File: config.mk
export PLATFORM = sky130hd
export DESIGN_NAME = radius_isqrt_pipe
export DESIGN_NICKNAME = d
export VERILOG_FILES = /design/src/rtl/spiral_pkg.sv /design/src/rtl/radius_isqrt_pipe_isqrt_step.sv /design/src/rtl/radius_isqrt_pipe.sv
export SDC_FILE = /design/constraint.sdc
export NUM_CORES = 1
export LEC_CHECK = 0
export CAP_MARGIN = 20
export CORE_ASPECT_RATIO = 0.5
export CORE_MARGIN = 2
export CORE_UTILIZATION = 45
export DETAILED_ROUTE_END_ITERATION = 8
export GPL_TIMING_DRIVEN = 0
export PLACE_DENSITY = 0.7
export SLEW_MARGIN = 10
export SYNTH_ARGS = -nofsm -noshare
export SYNTH_HDL_FRONTEND = slang
export SYNTH_HIERARCHICAL = 1
export SYNTH_SLANG_ARGS = --single-unit
export TNS_END_PERCENT = 1
File: constraint.sdc
create_clock -name clk -period 11.8 [get_ports clk]
set_input_delay 2.36 -clock clk [delete_from_list [all_inputs] [get_ports clk]]
set_output_delay 2.36 -clock clk [all_outputs]
set_load 0.05 [all_outputs]
File: src/rtl/spiral_pkg.sv
// Shared constants and sideband types for the spiral radius pipeline.
package spiral_pkg;

  localparam int   COORD_W   = 10;
  localparam int   LAT       = COORD_W + 2;
  localparam int   SQ_W      = 2 * COORD_W;
  localparam int   REM_W     = SQ_W + 2;
  localparam logic SYNC_IDLE = 1'b1;

  // Per-pixel tags that ride alongside the arithmetic.
  typedef struct packed {
    logic valid;
    logic hsync;
    logic vsync;
    logic de;
  } side_t;

  // Value a sideband stage holds after reset: no pixel, syncs idle.
  function automatic side_t side_reset(input logic sync_idle);
    side_t s;
    s.valid = 1'b0;
    s.hsync = sync_idle;
    s.vsync = sync_idle;
    s.de    = 1'b0;
    return s;
  endfunction

endpackage

File: src/rtl/radius_isqrt_pipe_isqrt_step.sv
// One non-restoring square-root iteration: consumes two radicand bits and
// resolves one root bit (MSB first). Purely combinational.
module isqrt_step #(
  parameter int ROOT_W = 10,
  parameter int REM_W  = 22
) (
  input  logic signed [REM_W-1:0]  rem_in,
  input  logic        [ROOT_W-1:0] root_in,
  input  logic        [1:0]        bits_in,
  output logic signed [REM_W-1:0]  rem_out,
  output logic        [ROOT_W-1:0] root_out
);

  logic                    rem_neg;
  logic signed [REM_W-1:0] rem_shifted;
  logic signed [REM_W-1:0] trial;

  // A negative remainder adds (4q+3), a non-negative one subtracts (4q+1);
  // the sign of the new remainder is the next root bit.
  always_comb begin
    rem_neg          = rem_in[REM_W-1];
    rem_shifted      = rem_in <<< 2;
    rem_shifted[1:0] = bits_in;
    trial            = {{(REM_W-ROOT_W-2){1'b0}}, root_in, rem_neg, 1'b1};
    rem_out          = rem_neg ? (rem_shifted + trial) : (rem_shifted - trial);
    root_out         = {root_in[ROOT_W-2:0], ~rem_out[REM_W-1]};
  end

endmodule

File: src/rtl/radius_isqrt_pipe.sv
// Fully pipelined floor(sqrt(x^2+y^2)) with ring index and sync sideband
// delayed by exactly the arithmetic latency (COORD_W+2 advancing cycles).
module radius_isqrt_pipe #(
  parameter int   COORD_W    = spiral_pkg::COORD_W,
  parameter int   RING_SHIFT = 3,
  parameter int   RING_W     = 5,
  parameter logic SYNC_IDLE  = spiral_pkg::SYNC_IDLE
) (
  input  logic                      clk,
  input  logic                      rst_n,
  input  logic                      ce,
  input  logic                      in_valid,
  input  logic signed [COORD_W-1:0] x_in,
  input  logic signed [COORD_W-1:0] y_in,
  input  logic                      hsync_in,
  input  logic                      vsync_in,
  input  logic                      de_in,
  output logic        [COORD_W-1:0] root_out,
  output logic        [RING_W-1:0]  ring_out,
  output logic                      valid_out,
  output logic                      hsync_out,
  output logic                      vsync_out,
  output logic                      de_out
);

  import spiral_pkg::*;

  localparam int PIPE_LAT = COORD_W + 2;
  localparam int SUM_W    = 2 * COORD_W;
  localparam int RES_W    = SUM_W + 2;

  // Stage 1: magnitudes. Stage 2: sum of squares.
  logic [COORD_W-1:0] abs_x_next, abs_y_next;
  logic [COORD_W-1:0] abs_x_reg, abs_y_reg;
  logic [SUM_W-1:0]   abs_x_wide, abs_y_wide, sum_next;
  logic [SUM_W-1:0]   sum_reg;

  // Root stages: element i is the register after the i-th iteration.
  logic signed [RES_W-1:0]   rem_reg  [1:COORD_W];
  logic        [COORD_W-1:0] root_reg [1:COORD_W];
  logic        [SUM_W-1:0]   rad_reg  [1:COORD_W-1];

  // Inputs and outputs of each iteration.
  logic signed [RES_W-1:0]   rem_cur   [0:COORD_W-1];
  logic        [COORD_W-1:0] root_cur  [0:COORD_W-1];
  logic        [SUM_W-1:0]   rad_cur   [0:COORD_W-1];
  logic signed [RES_W-1:0]   rem_next  [0:COORD_W-1];
  logic        [COORD_W-1:0] root_next [0:COORD_W-1];
  logic        [SUM_W-1:0]   rad_next  [0:COORD_W-2];

  side_t side_in;
  side_t side_reg [1:PIPE_LAT];

  // Two's-complement magnitude; the most negative code maps to 2^(COORD_W-1)
  // which still fits the unsigned width.
  always_comb begin
    abs_x_next = x_in[COORD_W-1] ? (~x_in + 1'b1) : x_in;
    abs_y_next = y_in[COORD_W-1] ? (~y_in + 1'b1) : y_in;
    abs_x_wide = SUM_W'(abs_x_reg);
    abs_y_wide = SUM_W'(abs_y_reg);
    sum_next   = abs_x_wide * abs_x_wide + abs_y_wide * abs_y_wide;
    side_in.valid = in_valid;
    side_in.hsync = hsync_in;
    side_in.vsync = vsync_in;
    side_in.de    = de_in;
  end

  genvar gi;
  generate
    for (gi = 0; gi < COORD_W; gi++) begin : g_step
      if (gi == 0) begin : g_first
        assign rem_cur[gi]  = '0;
        assign root_cur[gi] = '0;
        assign rad_cur[gi]  = sum_reg;
      end else begin : g_rest
        assign rem_cur[gi]  = rem_reg[gi];
        assign root_cur[gi] = root_reg[gi];
        assign rad_cur[gi]  = rad_reg[gi];
      end

      isqrt_step #(
        .ROOT_W (COORD_W),
        .REM_W  (RES_W)
      ) u_step (
        .rem_in   (rem_cur[gi]),
        .root_in  (root_cur[gi]),
        .bits_in  (rad_cur[gi][SUM_W-1 -: 2]),
        .rem_out  (rem_next[gi]),
        .root_out (root_next[gi])
      );

      // The radicand is shifted so the next pair is always at the top.
      if (gi < COORD_W - 1) begin : g_rad
        assign rad_next[gi] = rad_cur[gi] << 2;
      end
    end
  endgenerate

  // Arithmetic pipeline registers; all hold when ce is low.
  always_ff @(posedge clk or negedge rst_n) begin
    if (!rst_n) begin
      abs_x_reg <= '0;
      abs_y_reg <= '0;
      sum_reg   <= '0;
      for (int i = 1; i <= COORD_W; i++) begin
        rem_reg[i]  <= '0;
        root_reg[i] <= '0;
      end
      for (int i = 1; i < COORD_W; i++) begin
        rad_reg[i] <= '0;
      end
    end else if (ce) begin
      abs_x_reg <= abs_x_next;
      abs_y_reg <= abs_y_next;
      sum_reg   <= sum_next;
      for (int i = 1; i <= COORD_W; i++) begin
        rem_reg[i]  <= rem_next[i-1];
        root_reg[i] <= root_next[i-1];
      end
      for (int i = 1; i < COORD_W; i++) begin
        rad_reg[i] <= rad_next[i-1];
      end
    end
  end

  // Sideband shift register matching the arithmetic depth.
  always_ff @(posedge clk or negedge rst_n) begin
    if (!rst_n) begin
      for (int i = 1; i <= PIPE_LAT; i++) begin
        side_reg[i] <= side_reset(SYNC_IDLE);
      end
    end else if (ce) begin
      side_reg[1] <= side_in;
      for (int i = 2; i <= PIPE_LAT; i++) begin
        side_reg[i] <= side_reg[i-1];
      end
    end
  end

  assign root_out  = root_reg[COORD_W];
  assign ring_out  = RING_W'(root_reg[COORD_W] >> RING_SHIFT);
  assign valid_out = side_reg[PIPE_LAT].valid;
  assign hsync_out = side_reg[PIPE_LAT].hsync;
  assign vsync_out = side_reg[PIPE_LAT].vsync;
  assign de_out    = side_reg[PIPE_LAT].de;

endmodule

# Word level (Yosys, flattened, before mapping)
# Cells that the tools add are included.
# totals
latch_bits	0
output_inout_bits	19
rom_bits	0
in_bits	27
register_bits	431
memories	0
mem_bits_rw	0
# classes
bitwise_logic	12
div_mod_pow	0
n_shift	0
muxes	11
reduce_logical	0
n_lt_le_gt_ge	0
eq_ne	0
add_sub_neg	22
mul	2
# ops
cell	n
$mux 22	9
$mul 10x10->20	2
$add 22x10->22	1
$add 22x11->22	1
$add 22x12->22	1
$add 22x4->22	1
$add 22x5->22	1
$add 22x6->22	1
$add 22x7->22	1
$add 22x8->22	1
$add 22x9->22	1
$sub 22x10->22	1
$sub 22x11->22	1
$sub 22x12->22	1
$sub 22x4->22	1
$sub 22x5->22	1
$sub 22x6->22	1
$sub 22x7->22	1
$sub 22x8->22	1
$sub 22x9->22	1
$add 10x1->10 const B	2
$add 20x20->20	1
$mux 10	2
$not 10->10	2
2 further kinds	11

# Depth between registers and ports, before layout
# Gate-level depths: netlist of run 1.
# logic_depth
depth_word	3
mapped_depth	24
ltp_nobuf	22

# Modules after synthesis
# Netlist of run 1, hierarchy kept.
# by_module_without_submodules
module	n_inst	cells_each	area_per_inst_um2
radius_isqrt_pipe	1	1733	23587.6
isqrt_step at g_step[5].u_step ...	5	183	1302.5
isqrt_step at g_step[0].u_step ...	4	176	1301.2
isqrt_step at g_step[4].u_step	1	172	1243.7

# Worst setup path before layout of run 1
# OpenSTA, ideal clock, no wires.
# synth_timing
path_kind	register to register
start	register abs_x_reg[6]
end	register sum_reg[11]
setup_time_ns	0.120
path_stages_with_launch	21
arrival_time_ns	5.956
t_required_ns	11.680
slack_ns	5.724
path_buffers	1
cell_sequence	dfrtp_1 -> clkbuf_1 -> nand2_1 -> fa_1 -> inv_1 -> fa_1 -> inv_1 -> fa_1 -> inv_1 -> fa_1 -> fa_1 -> fa_1 -> inv_1 -> fa_1 -> inv_1 -> ha_1 -> a21o_1 -> o221a_4 -> o21a_1 -> or3_1 -> a31o_1
# synth_via
elab_chain_cells	2
# synth_lines
item	line_no	rtl
from (decl)	radius_isqrt_pipe.sv:34	logic [COORD_W-1:0] abs_x_reg, abs_y_reg;
from (signal assigned)	radius_isqrt_pipe.sv:113	abs_x_reg <= abs_x_next;
$mul 10x10->20	radius_isqrt_pipe.sv:61	sum_next = abs_x_wide * abs_x_wide + abs_y_wide * abs_y_wide;
$add 20x20->20	radius_isqrt_pipe.sv:61	
to (signal assigned)	radius_isqrt_pipe.sv:115	sum_reg <= sum_next;
to (decl)	radius_isqrt_pipe.sv:36	logic [SUM_W-1:0] sum_reg;
# Every way passes these cells.
# A chain may end at the register's enable or synchronous reset.

# Worst setup path after layout of run 1
# layout_timing
start	register abs_x_reg[8]
end	register sum_reg[16]
# Same word-level chain as after synthesis.

==> run summary, run 1 <==
Crit path kind = register to register
Final setup fails = 0
Worst Path Arrival = 7.18 ns
Worst R2R Setup Slack = 5.09 ns
Post-route ant nets = 0
Initial DRC Count = 1254
Core ar. = 77100 um2
RSZ-0062 raised after global routing = no
Post-synthesis cell area = 35000 um2
Clock sink count = 467
Clk Latency, worst-skew pair = 0.61 ns
HP Class = register to register
Post-Synthesis Cells = 3312
Outcome = finished, final reports clean
Drt via density = 5.26
Die Height = 201 um
CTS tree = done
Worst Path Max Fanout = 10
Gr ovfl total = 0
CTS Buf Count = 47
Worst hold margin = 0.485 ns
WL per Instance = 16.0 um
Endpoint class of the critical path = register
Worst Tran Pin Value = 1.17 ns
Final period utilization = 56.8%
Vias in the first global route = 24300
Share of layout cells above drive strength 1 = 21.6%
Routability cong. = 0.869
GRT Overall Usage = 18.4%
Yosys warns = 6
Worst endpoint required time = 12.27 ns
I/O Buffers = 43
Avg Inst Size Synth = 10.6 um2
CTS Buffer Depth = 3
CP startpoint kind = register
Fin util = 50.1%
Nets@finish = 3900
Via count = 23800
Max Clk Rate = 149 MHz
FP Rows = 72
MaxCap Viol Count = 0
Final hold vios = 0
Pre-antenna DRT Iters = 5
Count of final max-slew check failures = 0
Largest net degree at the start of global routing = 113
Max reg flops = 189
Fill count = 6925
Final Skew = 0.0255 ns
Die width = 398 um
Post-CTS Hold Buffers = 0
Post-route DRC = 0
Post-CTS Setup Inserts = 0
Die Area = 80100 um2
Starting Density = 45.4%
Final wirelength = 72200 um
Final min period = 6.71 ns
Clk Tree Root Cell = clkbuf_16
Detailed placement HPWL = 55700 um
IO Count = 46
Clock-pin slew on the worst setup and hold paths = 0.07 ns
Relative slew slack = 21.8%
Post-CTS sizing = 0
Initial antenna violation count = 0
First-pass GRT wire length = 124000 um
Htree depth = 2
Area growth syn-to-layout = 10.6%
metrics by stage:
stage                     setup WS [ns]  cells  cell area (um2)  setup TNS [ns]
final                              5.09   4524            38700               0
after CTS                          5.10   4523            38700               0
after global placement           -12.04   4433            36900        -5426.64
after floorplan                    5.72   3354            35100               0
after detailed placement           5.13   4437            37000               0
after global routing               4.82   4523            38700               0
cell usage in the layout, fill, tap and decap left out, drive strengths merged, types with 51 or more instances in the layout:
| master | instances |
|---|---|
| nand3 | 61 |
| inv | 289 |
| and2 | 51 |
| nor2 | 94 |
| mux2 | 445 |
| buf | 138 |
| xor2 | 75 |
| nand2 | 198 |
| a21oi | 187 |
| a21o | 51 |
| clkbuf | 159 |
| xnor2 | 240 |
| ha | 294 |
| fa | 129 |
| o21ai | 119 |
| dfrtp | 443 |
final cells by class:
cell class | count | area, um2 | area share (%)
repair buffers | 47 | 546 | 1.41
multi-input cells | 2373 | 21100 | 54.5
plain buffers | 227 | 1250 | 3.23
well taps | 1036 | 1300 | 3.35
clock buffers | 65 | 1360 | 3.50
diodes | 1 | 2.50 | 0.00647
inverters | 287 | 1080 | 2.79
flip-flops and latches | 467 | 11700 | 30.3
clock inverters | 21 | 342 | 0.883
critical path, cell delays in order, from the launching register on:
cell,delay (ns)
dfrtp_1,0.51
clkbuf_1,0.48
nand2_1,0.22
fa_1,0.50
fa_1,0.51
fa_1,0.52
inv_1,0.05
fa_1,0.48
fa_1,0.52
fa_1,0.55
inv_1,0.05
fa_1,0.50
inv_1,0.04
ha_1,0.37
a21oi_1,0.15
o21ai_0,0.11
a41oi_2,0.38
o311ai_1,0.18
xor2_1,0.16
mux2_2,0.27
path summary, 6_finish.rpt:
check                           cells past startpoint      endpoint         start
worst min-delay path                                1   rad_cur[58]   rad_cur[76]
min in group asynchronous                           1  rem_cur[172]         rst_n
worst max-delay path                               19   sum_reg[16]  abs_x_reg[8]
worst min register to register                      1   rad_cur[58]   rad_cur[76]
max in group asynchronous                           3   rem_cur[10]         rst_n
worst max register to register                     19   sum_reg[16]  abs_x_reg[8]
metal layers:
metal,vias to the layer above,GRT usage [%],wire length (um)
li1,11600,-,-
met1,11800,26.0,34700
met2,302,30.4,33800
met3,86,2.03,2280
met4,0,4.08,1450
met5,-,0,0
Power of run 1 is left out: the tool's default activity adds up to more than one toggle a clock period on the data nets, which glitch-free logic cannot reach.
==> run 2, diff against run 1 <==
Clock period 11.8 ns to 6.8 ns, I/O delays scaled along.
==> run summary, run 2 (synthesis results as in run 1) <==
Outcome = finished, final reports clean
Final period utilization = 95.5%
Clk Tree Root Cell = clkbuf_16
Most common cell after layout, fill and taps aside = mux2_2
CP delay by family, top = adder cells
CP max stage delay = 0.54 ns
RSZ-0062 raised after global routing = yes
Final min period = 6.49 ns
Vias in the first global route = 24300
Die Height = 201 um
CTS Buffer Depth = 3
CP startpoint kind = register
WL per Instance = 16.0 um
Via count = 23800
GRT Overall Usage = 18.4%
Initial DRC Count = 1274
Slowest-stage cell, CP = fa_1
Detailed placement HPWL = 55700 um
HP Class = register to register
Final Skew = 0.0228 ns
Post-place instance area = 37000 um2
First-pass GRT wire length = 124000 um
Most frequent cells in the layout = 445 x mux2_2, 443 x dfrtp_1, 294 x ha_1
Hold Path Stages = 1
Initial antenna violation count = 0
CTS Buf Count = 47
Relative slew slack = 20.9%
Worst Tran Pin Value = 1.19 ns
Post-CTS Setup Inserts = 0
Final setup fails = 0
Worst R2R End = sum_reg[11]
Endpoint class of the critical path = register
FP Rows = 72
Hold_sp = rad_cur[76]
Post-layout instance area = 38600 um2
Worst reg2reg startpoint = abs_x_reg[2]
Worst path most repeated cell = fa_1
Count of final max-slew check failures = 0
Clock sink count = 467
Die width = 398 um
Post-CTS sizing = 0
IO Count = 46
Worst Path Max Fanout = 10
Max reg flops = 189
Drt via density = 5.27
Clock-pin slew on the worst setup and hold paths = 0.06 ns
Fill count = 6922
Post-CTS Hold Buffers = 0
Final hold vios = 0
Worst endpoint required time = 7.29 ns
Share of layout cells above drive strength 1 = 21.8%
Worst Path Arrival = 6.98 ns
Core ar. = 77100 um2
Pre-antenna DRT Iters = 5
Htree depth = 2
Bufs and invs on worst path = 6
Reg2Reg Depth = 20
Crit path kind = register to register
Worst R2R Setup Slack = 0.31 ns
Starting Density = 45.4%
Area growth syn-to-layout = 10.5%
Final wirelength = 72300 um
I/O Buffers = 43
Crit path cell chain = clkbuf_1 > nand2_1 > fa_1 > inv_1 > fa_1 > inv_1 > fa_1 > inv_1 > fa_1 > fa_1 > fa_1 > inv_1 > fa_1 > inv_1 > ha_1 > a21o_1 > o221a_4 > o21a_1 > or3_1 > a31o_1
Post-route DRC = 0
Nets@finish = 3892
Die Area = 80100 um2
Routability cong. = 0.869
Largest net degree at the start of global routing = 113
Setup crit start = abs_x_reg[2]
Gr ovfl total = 0
MaxCap Viol Count = 0
WHS Endpoint = rad_cur[58]
Post-route ant nets = 0
Max Clk Rate = 154 MHz
Stages on the worst setup path = 20
Clk Latency, worst-skew pair = 0.61 ns
CTS tree = done
## run 2: stage by stage
stage | utilization [%] | cells | hold slack (ns) | worst slack [ns] | TNS, ns
after detailed placement | 47.9 | 4437 | 0.477 | 0.129 | 0
final | 50.1 | 4516 | 0.488 | 0.306 | 0
after CTS | 50.1 | 4523 | 0.488 | 0.0988 | 0
after floorplan | - | 3354 | 0.446 | 0.724 | 0
after global routing | 50.1 | 4515 | 0.516 | -0.00481 | -0.00481
after global placement | 47.8 | 4433 | 0.464 | -16.04 | -7294.64
## run 2: worst max path at each step
stage                   to  slack [ns]
5_1_grt        sum_reg[16]      -0.005
3_3_place_gp   rem_cur[17]      -16.04
6_report       sum_reg[11]        0.31
4_1_cts        sum_reg[16]         0.1
3_5_place_dp   sum_reg[16]        0.13
2_1_floorplan  sum_reg[11]        0.72
## run 2: area by class of cell
type                       count  area, um2  share of cell area (%)
timing repair buffer          47        546                    1.41
inverter                     287       1080                    2.79
tap                         1036       1300                    3.35
buffer                       219       1230                    3.17
clock inverter                21        342                   0.884
multi-input combinational   2373      21100                    54.6
sequential                   467      11700                    30.3
antenna                        1       2.50                 0.00647
clock buffer                  65       1360                    3.51
## run 2: layer usage
layer	GRT usage (%)	vias up	share of wire, %
li1	-	11600	-
met1	26.0	11800	48
met2	30.4	302	47
met3	2.03	86	2.9
met4	4.08	0	2.0
met5	0	-	0
Power of run 2 is left out for the same reason.
